==> src/rtl/fpnew_pkg.sv <==
// Shared FPU types: exception flags, operation codes, the writeback entry
// layout and the integer-destination classification.
package fpnew_pkg;

    // IEEE exception flags in fflags bit order: NV DZ OF UF NX (NX is bit 0)
    typedef struct packed {
        logic nv;
        logic dz;
        logic of;
        logic uf;
        logic nx;
    } status_t;

    typedef enum logic [3:0] {
        FMADD    = 4'd0,
        FNMSUB   = 4'd1,
        ADD      = 4'd2,
        MUL      = 4'd3,
        DIV      = 4'd4,
        SQRT     = 4'd5,
        SGNJ     = 4'd6,
        MINMAX   = 4'd7,
        CMP      = 4'd8,
        CLASSIFY = 4'd9,
        F2F      = 4'd10,
        F2I      = 4'd11,
        I2F      = 4'd12,
        CPKAB    = 4'd13,
        CPKCD    = 4'd14
    } operation_e;

    // One queued writeback: result data, destination register, destination file
    typedef struct packed {
        logic [31:0] data;
        logic [4:0]  tag;
        logic        is_int;
    } wb_entry_t;

    localparam int WB_ENTRY_W = $bits(wb_entry_t);

    // Compares, classifies and float-to-int conversions land in the integer file
    function automatic logic writes_int(operation_e op);
        logic res;
        case (op)
            CMP, CLASSIFY, F2I: res = 1'b1;
            default:            res = 1'b0;
        endcase
        return res;
    endfunction

endpackage

==> src/rtl/fpu_wb_fifo.sv <==
// Circular result FIFO. The caller only pushes when there is room (or a pop
// frees a slot in the same cycle) and only pops when non-empty.
module fpu_wb_fifo #(
    parameter int DEPTH = 4,
    parameter int WIDTH = 38,
    localparam int AW = $clog2(DEPTH),
    localparam int CW = AW + 1
) (
    input  logic             clk_i,
    input  logic             rst_i,
    input  logic             push_i,
    input  logic [WIDTH-1:0] data_i,
    input  logic             pop_i,
    output logic [WIDTH-1:0] head_o,
    output logic             empty_o,
    output logic             full_o,
    output logic [CW-1:0]    count_o
);

    localparam logic [CW-1:0] DEPTH_C = CW'(DEPTH);

    logic [WIDTH-1:0] mem [DEPTH];
    logic [AW-1:0]    wptr_q;
    logic [AW-1:0]    rptr_q;
    logic [CW-1:0]    count_q;

    // Storage write; contents need no reset because count gates visibility
    always_ff @(posedge clk_i) begin
        if (!rst_i && push_i) begin
            mem[wptr_q] <= data_i;
        end
    end

    // Pointers wrap naturally at DEPTH (power of two); count tracks occupancy
    always_ff @(posedge clk_i) begin
        if (rst_i) begin
            wptr_q  <= '0;
            rptr_q  <= '0;
            count_q <= '0;
        end else begin
            if (push_i) begin
                wptr_q <= wptr_q + 1'b1;
            end
            if (pop_i) begin
                rptr_q <= rptr_q + 1'b1;
            end
            case ({push_i, pop_i})
                2'b10:   count_q <= count_q + 1'b1;
                2'b01:   count_q <= count_q - 1'b1;
                default: count_q <= count_q;
            endcase
        end
    end

    assign head_o  = mem[rptr_q];
    assign empty_o = (count_q == '0);
    assign full_o  = (count_q == DEPTH_C);
    assign count_o = count_q;

endmodule

==> src/rtl/fpu_wb_collector.sv <==
// Collects FPU responses into a FIFO and retires them in order to either the
// FP register file (fire-and-forget) or the integer writeback port (handshaked),
// while accruing sticky exception flags.
//
// Handshakes: a transfer happens on a rising edge where valid and ready are
// both high. fpu_ready_o may depend combinationally on int_ready_i (a retiring
// head frees its slot in the same cycle). int_valid_o, once high, holds its
// address and data until int_ready_i is seen high. fp_we_o has no back-pressure.
module fpu_wb_collector
    import fpnew_pkg::*;
#(
    parameter int DEPTH = 4,
    localparam int CW = $clog2(DEPTH) + 1
) (
    input  logic          clk_i,
    input  logic          rst_i,
    input  logic          fpu_valid_i,
    output logic          fpu_ready_o,
    input  logic [31:0]   fpu_result_i,
    input  status_t       fpu_status_i,
    input  operation_e    fpu_op_i,
    input  logic [4:0]    fpu_tag_i,
    output logic          fp_we_o,
    output logic [4:0]    fp_waddr_o,
    output logic [31:0]   fp_wdata_o,
    output logic          int_valid_o,
    output logic [4:0]    int_waddr_o,
    output logic [31:0]   int_wdata_o,
    input  logic          int_ready_i,
    input  logic          csr_we_i,
    input  logic [4:0]    csr_wdata_i,
    output logic [4:0]    fflags_o,
    output logic [CW-1:0] count_o
);

    wb_entry_t   push_entry;
    wb_entry_t   head;
    logic [WB_ENTRY_W-1:0] head_bits;
    logic        empty;
    logic        full;
    logic        pop;
    logic        accept;
    logic [4:0]  status_bits;
    logic [4:0]  fflags_q;

    // Retire the head when it exists and its destination can take it; drive
    // the two writeback ports from the head; admit a new response when a slot
    // is free now or freed by this cycle's retirement. Everything is held off
    // during reset.
    always_comb begin
        push_entry.data   = fpu_result_i;
        push_entry.tag    = fpu_tag_i;
        push_entry.is_int = writes_int(fpu_op_i);
        head              = wb_entry_t'(head_bits);
        status_bits       = fpu_status_i;

        pop         = !rst_i && !empty && (!head.is_int || int_ready_i);
        fp_we_o     = !rst_i && !empty && !head.is_int;
        int_valid_o = !rst_i && !empty && head.is_int;
        fp_waddr_o  = head.tag;
        fp_wdata_o  = head.data;
        int_waddr_o = head.tag;
        int_wdata_o = head.data;

        fpu_ready_o = !rst_i && (!full || pop);
        accept      = fpu_valid_i && fpu_ready_o;
    end

    fpu_wb_fifo #(
        .DEPTH (DEPTH),
        .WIDTH (WB_ENTRY_W)
    ) u_fifo (
        .clk_i   (clk_i),
        .rst_i   (rst_i),
        .push_i  (accept),
        .data_i  (push_entry),
        .pop_i   (pop),
        .head_o  (head_bits),
        .empty_o (empty),
        .full_o  (full),
        .count_o (count_o)
    );

    // Sticky flag accrual; a software write replaces the flags but still
    // merges in the status of a response accepted in the same cycle
    always_ff @(posedge clk_i) begin
        if (rst_i) begin
            fflags_q <= '0;
        end else if (csr_we_i) begin
            fflags_q <= csr_wdata_i | (accept ? status_bits : 5'b0);
        end else if (accept) begin
            fflags_q <= fflags_q | status_bits;
        end
    end

    assign fflags_o = fflags_q;

endmodule
==> config.mk <==
export PLATFORM = sky130hd
export DESIGN_NAME = fpu_wb_collector
export DESIGN_NICKNAME = d
export VERILOG_FILES = /design/src/rtl/fpnew_pkg.sv /design/src/rtl/fpu_wb_fifo.sv /design/src/rtl/fpu_wb_collector.sv
export SDC_FILE = /design/constraint.sdc
export NUM_CORES = 1
export LEC_CHECK = 0
export BUFFER_PORTS_ARGS = -buffer_cell sky130_fd_sc_hd__buf_2
export CAP_MARGIN = 0
export CELL_PAD_IN_SITES_DETAIL_PLACEMENT = 1
export CELL_PAD_IN_SITES_GLOBAL_PLACEMENT = 2
export CORE_UTILIZATION = 40
export DETAILED_ROUTE_END_ITERATION = 8
export GPL_TIMING_DRIVEN = 0
export PLACE_DENSITY = 0.76
export SLEW_MARGIN = 0
export SYNTH_ARGS = -nofsm -noshare
export SYNTH_HDL_FRONTEND = slang
export SYNTH_SLANG_ARGS = --single-unit
==> constraint.sdc <==
create_clock -name clk_i -period 2.9 [get_ports clk_i]
set_input_delay 0.58 -clock clk_i [delete_from_list [all_inputs] [get_ports clk_i]]
set_output_delay 0.58 -clock clk_i [all_outputs]
set_load 0.02 [all_outputs]
== After elaboration in Yosys (flattened, before gate mapping) ==
Memory sizes are Yosys's and may differ from the RTL's. A register that Yosys moved wholly into a read port is not among the register bits.
Cells that the tools add are included.

* Bits in registers: 12
* Memory bits (writable): 152
* Logic and storage cells: 43
* Bits of input ports: 56
* Output and inout port bits: 85
* Memories: 1

{| class="wikitable"
|+ Memory list
! memory !! depth !! width !! rd ports !! clocked after memory_dff !! wr ports !! RTL line !! text
|-
| u_fifo.mem || 4 || 38 || 1 || 1 || 1 || fpu_wb_fifo.sv:22 || <nowiki>logic [WIDTH-1:0] mem [DEPTH];</nowiki>
|}

* Reduce and logical (&&, ||, !) cells: 17
* $add $sub $neg: 4
* Equal/unequal tests: 6
* Muxes and demuxes: 9
* Bitwise logic cells: 2

{| class="wikitable"
|+ Operators by type and width
! cell !! count
|-
| 5-bit two-way mux || 3
|-
| 4-bit equality test, second input constant || 3
|-
| 5-bit bitwise OR || 2
|-
| 1-bit logical AND || 7
|-
| 3-bit one-hot mux with 2 select lines || 1
|-
| 2-bit by 1-bit adder with 2-bit output, second input constant || 2
|-
| 1-bit logical NOT || 4
|-
| 2-bit two-way mux || 2
|-
| 2-bit nonzero test || 2
|-
| 3-bit by 1-bit adder with 3-bit output, second input constant || 1
|-
| 3-bit equality test, second input constant || 1
|-
| 3-bit logical NOT || 1
|-
| 1-bit two-way mux || 3
|-
| 3-bit OR reduction || 1
|-
| 3-bit by 1-bit subtractor with 3-bit output, second input constant || 1
|-
| 2-bit by 1-bit equality test with 1-bit output, second input constant || 1
|-
| 2-bit equality test, second input constant || 1
|-
| 1-bit logical OR || 2
|}

== Depth between registers and ports, before layout ==
* Depth after elaboration: 10
* Gate-level depth with buffers: 10
* Mapped depth without buffers: 10

== By module ==
Synthesis repeated with hierarchy kept, for this count alone.

* Cell total of the unflattened synthesis: 310
* Area, all modules: 6,500.0 sq um

{| class="wikitable"
|+ Modules (own cells, without submodules)
! module !! area each (sq um) !! times used !! cells each !! seq. area each (sq um)
|-
| fpu_wb_fifo || 5,935.7 || 1 || 246 || 4,744.6
|-
| fpu_wb_collector || 564.3 || 1 || 64 || 100.1
|}

== Least setup slack after synthesis ==
No wires, ideal clock.

* Path type: input port to flip-flop
* Start: input port rst_i
* End: memory u_fifo.mem[0][0] (enable)
* Stages: 4
* Path slack: 0.408 ns
* Arrival time: 2.093 ns
* Path buffers: 1
* Cell sequence: clkbuf_1 nand2b_1 a21oi_4 and2_1

* Cells in the longest elaborated chain, start to end: 9

{| class="wikitable"
|+ RTL lines
! element !! RTL line !! text
|-
| from (decl) || fpu_wb_collector.sv:16 || <nowiki>input logic rst_i,</nowiki>
|-
| 1-bit logical NOT (*) || fpu_wb_fifo.sv:29, fpu_wb_collector.sv:57, fpu_wb_collector.sv:65 ||
|-
| 1-bit logical AND (2 in a row) || fpu_wb_collector.sv:57 || <nowiki>pop = !rst_i && !empty && (!head.is_int || int_ready_i);</nowiki>
|-
| 1-bit logical OR || fpu_wb_collector.sv:65 || <nowiki>fpu_ready_o = !rst_i && (!full || pop);</nowiki>
|-
| 1-bit logical AND || fpu_wb_collector.sv:65 ||
|-
| 1-bit logical AND || fpu_wb_collector.sv:66 || <nowiki>accept = fpu_valid_i && fpu_ready_o;</nowiki>
|-
| 1-bit logical AND (*) || fpu_wb_fifo.sv:29 || <nowiki>if (!rst_i && push_i) begin</nowiki>
|-
| 1-bit two-way mux (*) || fpu_wb_fifo.sv:29 ||
|-
| 1-bit two-way mux (not written as such) (*) || fpu_wb_fifo.sv:30 || <nowiki>mem[wptr_q] <= data_i;</nowiki>
|-
| to (decl) || fpu_wb_fifo.sv:22 ||
|}

Mark *: on every way between the ends. The rest lies on a longest branch, timed or not.

==> metrics.txt <==
vias in the first global route=3700; Final Cycle Share=0.956; Setup Buffers After CTS=0; Post-CTS Hold Buffers=0; post-synthesis cell count=322; HP Start=fpu_status_i[4]; vias=3464; Clock transition at path regs=0.06 ns; Seq/Total Area, Yosys=0.737; PortBufs=138; Final Routed Wirelength=13200 um; placed insts=680; Wirelength per Cell=18.5 um; max-slew violation count=0; pin count of the biggest net entering global routing=30; H-tree level count=4; post-placement cell area=7620 um^2; Slew @ Worst Pin=0.702 ns; fin nets=545; Hold Vio Cnt, Final=0; Clock Path Buffers=2; die height=130 um; die width=130 um; core area=15900 um^2; initial antenna violation count=0; routed vias/inst=4.87; Syn Area/Cell=20.4 um^2; status=complete, no violations; Antenna Nets Post-Route=0; Setup Viol. Count Final=0; total CTS buffers=17; count of different cell masters after synthesis=34; drt first pass iters=6; Yosys warnings=0; PwrDens=918 nW/um^2; Clk Latency, worst-skew pair=0.42 ns; die area=17000 um^2; critical path peak fanout=10; hold slack=0.354 ns; final antenna diode count=0; most common library cell in the layout ignoring fill and taps=edfxtp_1; post_cts resized=0; DRC Markers=0; area of the mapped netlist=6570 um^2; Sequential Area=4840 um^2; Setup crit end kind=output port; final non-filler cell total=712; drt first-iter violations=189; final worst slack=0.128 ns; top-level port count=141; row count=46; Net Count, Synth=384; area taken by multi-input logic gates=1360 um^2; share of cells above drive strength 1=0.534; remaining global-route overflow=0; pre-CTS WS=0.193 ns; first-pass GRT wire length=20100 um; fin area=8250 um^2; most frequent cells in the layout=edfxtp_1, buf_2, buf_4; Initial Utilization=0.412; Worst Skew=0.00751 ns; layout overhead on the synthesized area=25.4%; gr usage total=0.167; Setup TNS Final=0 ns; RSZ-0062 raised after global routing=no; CP Launch Type=flop; Pleak=3.02 nW; clock tree root driver cell=clkbuf_16; max_cap viols=0; Sink Count=166; Synth Register Bits=166; min Tclk post-route=2.77 ns; Hold Path Class=in2reg; CTS tree=built; Worst IR Drop VDD=0.522 mV; WP data required=2.32 ns; CP Class=reg2out; CP arrival=2.19 ns; slew margin rel.=0.532; DP Wirelength=8880 um; Layout fillers=1526; Fmax achieved=361 MHz; GP Congestion=0.677
==> cells in the mapped netlist <==
master,n,share of area
a21oi_1,5,0.0038
a21oi_4,1,0.0025
a2bb2oi_2,1,0.0023
and2_1,5,0.0048
buf_1,1,0.00057
buf_2,2,0.0015
buf_4,38,0.043
buf_6,3,0.0051
clkbuf_1,4,0.0023
dfxtp_1,14,0.043
edfxtp_1,152,0.69
fa_1,1,0.0030
ha_1,5,0.0095
inv_1,6,0.0034
mux2_2,2,0.0034
mux2_4,1,0.0023
mux2i_1,8,0.012
mux2i_2,1,0.0021
mux4_2,37,0.13
nand2_1,1,0.00057
nand2b_1,5,0.0048
nand3_1,2,0.0015
nor2_1,8,0.0046
nor2b_1,1,0.00095
nor3_1,1,0.00076
nor3b_1,4,0.0046
o21ai_0,1,0.00076
o21ai_1,1,0.00076
o2bb2ai_1,5,0.0067
o2bb2ai_2,1,0.0023
o311ai_0,1,0.0013
or2_2,1,0.00095
or3_1,1,0.00095
xor2_1,2,0.0027
==> state kept, by name (all words and copies together), names as in the netlist, named ones only <==
name	count
u_fifo.mem	152
u_fifo.rptr_q	2
fflags_o	5
u_fifo.count_o	3
u_fifo.wptr_q	2
==> worst max-delay path: stages (launching register included) <==
cell	delay (ns)
dfxtp_1	0.41
buf_4	0.27
buf_6	0.22
mux4_2	0.57
buf_4	0.15
buf_2	0.15
==> logic make-up (layout without fill, tap and decap cells) <==
kind of cell	count (synthesis)	count (layout)	synth area share
adder cells (fa/ha/maj)	6	6	0.0126
buffers and inverters	54	228	0.0563
flip-flops	166	166	0.737
AO/OA/AOI/OAI	16	16	0.0204
multiplexers	49	49	0.147
AND/OR/NAND/NOR	29	29	0.0244
XOR/XNOR	2	2	0.00267
==> report_power, final <==
group | internal, mW | switching [mW]
Clock | 1.45 | 0.923
Sequential | 2.76 | 0.0690
Combinational | 1.07 | 1.30
Total | 5.28 | 2.29
==> stage by stage <==
stage	util	power, mW
floorplan	-	4.59
global placement	0.473	5.23
detailed placement	0.478	5.30
CTS	0.517	7.67
global route	0.517	7.90
finish	0.517	7.57
==> path summary, 6_finish.rpt <==
kind | end | slack, ns | cells after the start
max reg2reg | u_fifo.count_o[2] | 0.41 | 9
min reg2reg | u_fifo.rptr_q[1] | 0.48 | 1
max | int_wdata_o[15] | 0.13 | 5
min | fflags_o[4] | 0.35 | 2
==> layout make-up <==
type / count / area share
Multi-Input combinational cell: 102 / 0.165
Sequential cell: 166 / 0.587
Inverter: 6 / 0.00273
Clock buffer: 17 / 0.0516
Clock inverter: 15 / 0.0244
Tap cell: 216 / 0.0328
Timing Repair Buffer: 142 / 0.0935
Buffer: 48 / 0.0422
==> per-layer routing <==
metal	wire (um)	track usage	up-vias
met5	0	0	-
met4	198	0.0725	0
met3	656	0.0402	16
met2	6830	0.286	103
met1	5490	0.202	1772
li1	-	-	1573
Power figures use the tool's default switching activity.
